### config.mk
export PLATFORM = sky130hd
export DESIGN_NAME = alu_result_stage
export DESIGN_NICKNAME = d
export VERILOG_FILES = /design/src/rtl/alu_result_stage.sv
export SDC_FILE = /design/constraint.sdc
export NUM_CORES = 1
export LEC_CHECK = 0
export CORE_ASPECT_RATIO = 0.7
export CORE_MARGIN = 4
export CORE_UTILIZATION = 47
export CTS_CLUSTER_SIZE = 14
export DETAILED_ROUTE_END_ITERATION = 16
export PLACE_DENSITY = 0.81
export SYNTH_ARGS = -nofsm -noshare
export SYNTH_HDL_FRONTEND = slang
export SYNTH_SLANG_ARGS = --single-unit
### constraint.sdc
create_clock -name clk -period 1.9 [get_ports clk]
set_clock_uncertainty 0.1 [all_clocks]
set_input_delay 0.285 -clock clk [delete_from_list [all_inputs] [get_ports clk]]
set_output_delay 0.285 -clock clk [all_outputs]
set_load 0.03 [all_outputs]
### src/rtl/alu_result_stage.sv
// ALU result stage: captures a double-width ALU result and serialises it to the bus one word per beat.
// Optional feature: define ZSTAGE_FLAGS_EN to add the registered zero_flag/neg_flag outputs.
module alu_result_stage #(
  parameter int          REG_SIZE = 32,
  parameter logic [3:0]  OP_MUL   = 4'b1000
) (
  input  logic                  clk,
  input  logic                  clr,
  input  logic                  in_valid,
  output logic                  in_ready,
  input  logic [3:0]            in_op,
  input  logic [2*REG_SIZE-1:0] in_data,
  output logic                  out_valid,
  input  logic                  out_ready,
  output logic [REG_SIZE-1:0]   out_data,
  output logic                  out_hi,
  output logic                  out_last,
  output logic [REG_SIZE-1:0]   hi_q,
  output logic [REG_SIZE-1:0]   lo_q
`ifdef ZSTAGE_FLAGS_EN
  ,
  output logic                  zero_flag,
  output logic                  neg_flag
`endif
);

  typedef enum logic [1:0] {
    EMPTY   = 2'd0,
    SINGLE  = 2'd1,
    LO_BEAT = 2'd2,
    HI_BEAT = 2'd3
  } state_t;

  state_t              state, state_nxt;
  logic [REG_SIZE-1:0] hi_word;
  logic                accept;
  logic                pop;
  logic                is_mul;

  // Beat attributes decode straight from the state register, so no input reaches them combinationally.
  assign out_valid = (state != EMPTY);
  assign out_last  = (state == SINGLE) || (state == HI_BEAT);
  assign out_hi    = (state == HI_BEAT);

  // Accepting while the final beat drains keeps back-to-back results bubble-free.
  assign in_ready = (state == EMPTY) || (out_last && out_ready);
  assign accept   = in_valid && in_ready;
  assign pop      = out_valid && out_ready;
  assign is_mul   = (in_op == OP_MUL);

  always_comb begin
    // NOTE: default assigned first so every path drives state_nxt and no latch is inferred.
    state_nxt = state;
    case (state)
      EMPTY: begin
        if (accept) state_nxt = is_mul ? LO_BEAT : SINGLE;
      end
      LO_BEAT: begin
        if (pop) state_nxt = HI_BEAT;
      end
      SINGLE, HI_BEAT: begin
        if (accept)   state_nxt = is_mul ? LO_BEAT : SINGLE;
        else if (pop) state_nxt = EMPTY;
      end
      default: state_nxt = EMPTY;
    endcase
  end

  always_ff @(posedge clk or negedge clr) begin
    // NOTE: sequential state uses non-blocking assignments so every register samples pre-edge values.
    if (!clr) state <= EMPTY;
    else      state <= state_nxt;
  end

  // out_data holds the current beat; hi_word parks the upper half until the LO beat is consumed.
  always_ff @(posedge clk or negedge clr) begin
    if (!clr) begin
      out_data <= '0;
      hi_word  <= '0;
    end else if (accept) begin
      out_data <= in_data[REG_SIZE-1:0];
      hi_word  <= in_data[2*REG_SIZE-1:REG_SIZE];
    end else if (pop && (state == LO_BEAT)) begin
      out_data <= hi_word;
    end
  end

  // HI/LO update together at MUL acceptance, so a reset mid-transfer cannot leave them split.
  always_ff @(posedge clk or negedge clr) begin
    if (!clr) begin
      hi_q <= '0;
      lo_q <= '0;
    end else if (accept && is_mul) begin
      hi_q <= in_data[2*REG_SIZE-1:REG_SIZE];
      lo_q <= in_data[REG_SIZE-1:0];
    end
  end

`ifdef ZSTAGE_FLAGS_EN
  always_ff @(posedge clk or negedge clr) begin
    if (!clr) begin
      zero_flag <= 1'b0;
      neg_flag  <= 1'b0;
    end else if (accept) begin
      if (is_mul) begin
        zero_flag <= (in_data == '0);
        neg_flag  <= in_data[2*REG_SIZE-1];
      end else begin
        zero_flag <= (in_data[REG_SIZE-1:0] == '0);
        neg_flag  <= in_data[REG_SIZE-1];
      end
    end
  end
`endif

endmodule
# After elaboration in Yosys (flattened, before gate mapping)
# Cells that the tools add are included.
# classes
eq_ne	7
muxes	8
reduce_logical	12
# op_table
operator	n
$mux 32	2
$mux 2	5
$pmux 2 s3	1
$logic_and 1x1->1	5
$eq 2x2->1 const B	2
$eq 4x4->1 const B	1
$ne 2x2->1 const B	2
$reduce_bool 2->1	2
$ne 3x3->1 const B	1
$reduce_and 3->1	1
$eq 2x1->1 const B	1
$logic_not 2->1	1
$logic_or 1x1->1	2
$reduce_or 2->1	1
# totals
ff_bits	130
input_bits	72
word_cells	32

# Logic depth before layout (Yosys ltp)
# logic_depth
depth_word	7
mapped_depth	5
mapped_depth_nobuf	3

# Worst setup path after synthesis
# OpenSTA, ideal clock, no wires.
# synth_timing
path_kind	flip-flop to flip-flop
startpoint	register state[0]
endpoint	register out_data[0]
setup_ns	0.125
t_arrival_ns	1.364
t_required_ns	1.675
setup_slack_ns	0.311
stages_incl_launch_ff	5
n_path_buf	1
period_less_slack_ns	1.589
cell_sequence	dfrtp_1 nand3b_2 buf_6 mux2_2 mux2_2
# synth_via
elab_chain_len	6
word_cells_on_any_way	13
# synth_rtl
item	line_no	source
from (decl)	34	state_t state, state_nxt;
from (signal assigned)	72	else state <= state_nxt;
$eq 2x1->1 / $eq 2x2->1 (equally long branches)	42	assign out_last = (state == SINGLE) || (state == HI_BEAT);
$logic_or 1x1->1	42	
$logic_and 1x1->1	46	assign in_ready = (state == EMPTY) || (out_last && out_ready);
$logic_or 1x1->1	46	
$logic_and 1x1->1	47	assign accept = in_valid && in_ready;
$mux 32 / $reduce_bool 2->1 (equally long branches)	n/a	
to (signal assigned)	81	out_data <= in_data[REG_SIZE-1:0];
to (signal assigned)	84	out_data <= hi_word;
to (decl)	15	output logic [REG_SIZE-1:0] out_data,
# Several ways; a longest one is shown, not always the timed one.
# A chain may end at the register's enable or synchronous reset.

# Final worst setup path
# layout_timing
startpoint	register lo_q[8]
endpoint	output port lo_q[8]
# layout_rtl
item	line_no	source
from (decl)	19	output logic [REG_SIZE-1:0] lo_q
from (signal assigned)	95	lo_q <= in_data[REG_SIZE-1:0];
# No word-level cell between the ends.

==> results.txt <==
----------------------------------------------------
[Run status]
  Run status ... complete, no violations

[Floorplanning]
  Initial core utilization ... 0.490
  Top Ports ... 172
  Die height ... 98.5 um
  Area enclosed by the die boundary ... 0.0135 sq mm
  Die extent in x ... 137 um
  Placeable core area ... 0.0112 sq mm
  Cell Rows ... 32

[Pwr]
  Peak VDD IR ... 0.742 mV
  Power per cell area ... 1260 mW/mm^2
  Total design power ... 10.2 mW
  Switching Power ... 3.13 mW
  Sw Ratio ... 0.307
  Logic gate share of total power ... 0.333
  Sequential cell fraction of total power ... 0.371
  Clock share of power ... 0.295
  Pleak ... 3.79 nW
  Internal power ... 7.04 mW

[Yosys]
  Total nets after synthesis ... 396
  EDFF count, synth ... 0
  Count of different cell masters after synthesis ... 20
  Share of Yosys cell area claimed by the top area cell type ... 0.592
  Leading register cell type out of synthesis ... sky130_fd_sc_hd__dfrtp_1
  Dominant cells by area after synthesis ... sky130_fd_sc_hd__dfrtp_1 (59%), sky130_fd_sc_hd__mux2_2 (23%), sky130_fd_sc_hd__mux2_4 (13%)
  Leading area contributor after synthesis ... sky130_fd_sc_hd__dfrtp_1
  Synthesized instance count ... 324
  Synthesis-stage register bit count ... 130
  Sequential-to-total area share from yosys stat ... 0.592
  Synthesized cell area ... 0.00550 sq mm
  Async SR Flop Fraction ... 1.00
  Syn. warnings ... 0
  Average size of a mapped cell ... 17.0 sq um

[STA]
  Setup slack after layout ... 0.0519 ns
  Worst Tran Pin Value ... 0.403 ns
  Post-layout min period ... 1.85 ns
  Fin. max-slew vios ... 0
  Worst slew margin relative to its limit ... 0.731
  Share of the clock period used by the worst path ... 0.973
  Final setup violating endpoints ... 0
  Timing-limited maximum frequency ... 541 MHz
  Hold_ws ... 0.239 ns
  Hold violation count in the final report ... 0

[Placed design]
  Number of port buffers ... 171
  GPL Wtd Cong ... 0.771
  Minimum setup slack after placement ... -0.215 ns
  DP Area ... 0.00751 sq mm
  Estimated wirelength of the detail-placed design ... 9.33 mm

[Detailed routing]
  Wire per inst ... 19.2 um
  Top Metal Used ... met4
  Length of routed met2 wiring ... 6.29 mm
  Metal-1 WL ... 5.50 mm
  Routed wire length ... 13.0 mm
  Detailed-routing iteration count for the pre-antenna-repair pass ... 4
  Initial DRC Count ... 127
  Routed Antenna Nets ... 0
  Total number of vias ... 3383
  Detailed-route vias per instance ... 4.99
  DRC errors left ... 0
  Met3 wire length ... 1.12 mm

[Critical path]
  Endpoint of the worst register-to-register path ... lo_q[8]
  CP cell instances ... clkdlybuf4s50_1
  Worst R2R Path Depth ... 5
  Data required, critical path ... 1.51 ns
  Bufs and invs on worst path ... 1
  Start of the worst register-to-register path ... state[0]
  Worst Path Max Fanout ... 2
  Flop2flop setup slack ... 0.12 ns
  Endpoint arrival time on the critical path ... 1.46 ns
  CP max stage cell ... sky130_fd_sc_hd__clkdlybuf4s50_1
  Largest stage delay on the critical path ... 0.69 ns
  Kind of critical path ... flip-flop to primary output
  Family with the most delay on the worst path ... buffers and inverters
  Nature of the critical path endpoint ... primary output
  Element type at the critical path start ... flip-flop

[Global routing]
  Wire length of the first global-routing pass ... 20.4 mm
  Pin count of the biggest net entering global routing ... 59
  Overall Global Routing Usage ... 0.198
  Overflow left after global routing ... 0
  Antenna violations before repair ... 0
  Vias in the first global route ... 3836

[CTS]
  CTS max path bufs ... 2
  Clock tree from TritonCTS ... yes
  Master cell of the clock root buffer ... sky130_fd_sc_hd__clkbuf_16
  Sinks on the clock net ... 130
  Clock slew at the register clock pins of the worst setup and hold paths ... 0.05 ns
  Number of H-tree levels ... 4
  Total clock buffers created by CTS ... 17
  Worst-Skew Late Latency ... 0.41 ns

[Final layout]
  Number of inserted diodes ... 0
  End-of-flow core utilization ... 0.722
  Post-layout net count ... 588
  Fraction of final layout cells with drive strength greater than 1 ... 0.406
  Synth-to-layout area growth ... 47.3%
  Design Area, Final ... 0.00810 sq mm
  Fill count ... 716

[Worst hold path]
  Path category of the worst min-delay check ... primary input to asynchronous set/reset pin

[Flow run]
  Max capacitance violation total ... 0

----------------------------------------------------
## per-stage QoR
stage          cells  setup TNS, ns
3_3_place_gp     649         -10.58
3_5_place_dp     649         -14.96
6_report         678              0
4_1_cts          678              0
5_1_grt          678       -0.00738
2_1_floorplan    324              0
## cell families after synthesis
group	Yosys count	synth area share
multiplexers	160	0.361
flip-flops	130	0.592
buffers and inverters	18	0.0255
AND/OR/NAND/NOR	13	0.0178
AO/OA/AOI/OAI	3	0.00364
## worst reg2reg max path: stages, from the launching register on
cell and delay, ns:
sky130_fd_sc_hd__dfrtp_1 0.44, sky130_fd_sc_hd__nand2b_2 0.25, sky130_fd_sc_hd__nand4_1 0.14, sky130_fd_sc_hd__buf_4 0.19, sky130_fd_sc_hd__buf_4 0.19, sky130_fd_sc_hd__mux2_2 0.36
## cells in the final DEF (no fill, tap or decap), types with 2 or more instances in the layout
cell type / n
sky130_fd_sc_hd__clkbuf_8: 4
sky130_fd_sc_hd__buf_12: 9
sky130_fd_sc_hd__mux2_4: 49
sky130_fd_sc_hd__buf_4: 11
sky130_fd_sc_hd__mux2_2: 111
sky130_fd_sc_hd__clkdlybuf4s50_1: 154
sky130_fd_sc_hd__and2_1: 2
sky130_fd_sc_hd__clkbuf_16: 17
sky130_fd_sc_hd__dlygate4sd2_1: 2
sky130_fd_sc_hd__clkinv_2: 4
sky130_fd_sc_hd__dlymetal6s2s_1: 12
sky130_fd_sc_hd__dfrtp_1: 130
sky130_fd_sc_hd__nand2_1: 3
## sequential cells by signal, indices dropped and copies added (netlist names), named ones only
signal    count
lo_q         32
state         1
out_data     32
hi_word      32
hi_q         32
## power groups by stage
stage	Clock (mW)	Sequential (mW)	Combinational, mW
after floorplan	0	4.72	0.970
after global routing	3.22	3.85	3.55
final	3.00	3.78	3.39
after CTS	3.07	3.78	3.44
after global placement	0	3.78	3.35
after detailed placement	0	3.81	3.42
## cell type report
cell class | instances | area [sq um] | share of cell area
Tap cell | 153 | 191 | 0.0236
Sequential cell | 130 | 3250 | 0.402
Multi-Input combinational cell | 176 | 2110 | 0.261
Clock buffer | 22 | 484 | 0.0598
Inverter | 1 | 3.75 | 0.000464
Timing Repair Buffer | 190 | 1990 | 0.246
Clock inverter | 6 | 57.6 | 0.00711
## routing by layer
| metal | track usage | vias to the layer above |
|---|---|---|
| li1 | - | 1545 |
| met5 | 0 | - |
| met4 | 0.0529 | 0 |
| met3 | 0.0888 | 10 |
| met2 | 0.312 | 114 |
| met1 | 0.251 | 1714 |
## worst max-delay path by stage
stage,start,slack [ns],cells after the start,end
floorplan,state[0],0.31,4,out_data[0]
global placement,in_op[1],-0.17,6,hi_q[13]
detailed placement,out_ready,-0.22,6,lo_q[12]
CTS,hi_q[14],0.005,1,hi_q[14]
global route,hi_q[26],-0.007,1,hi_q[26]
finish,lo_q[8],0.05,1,lo_q[8]
## synthesized netlist by cell type, types with 2 or more instances
cell                         n
sky130_fd_sc_hd__and2_1      2
sky130_fd_sc_hd__buf_2       7
sky130_fd_sc_hd__buf_6       8
sky130_fd_sc_hd__dfrtp_1   130
sky130_fd_sc_hd__mux2_2    111
sky130_fd_sc_hd__mux2_4     49
sky130_fd_sc_hd__nand2_1     3
sky130_fd_sc_hd__nand2b_1    2
## timing repair
item,4_1_cts,5_1_grt
hold buffers,1,0
endpoints found under the setup margin,3,13
buffers inserted,0,0
endpoints found under the hold margin,23,0
gates resized for setup,5,13
(Power assumes the default switching activity.)
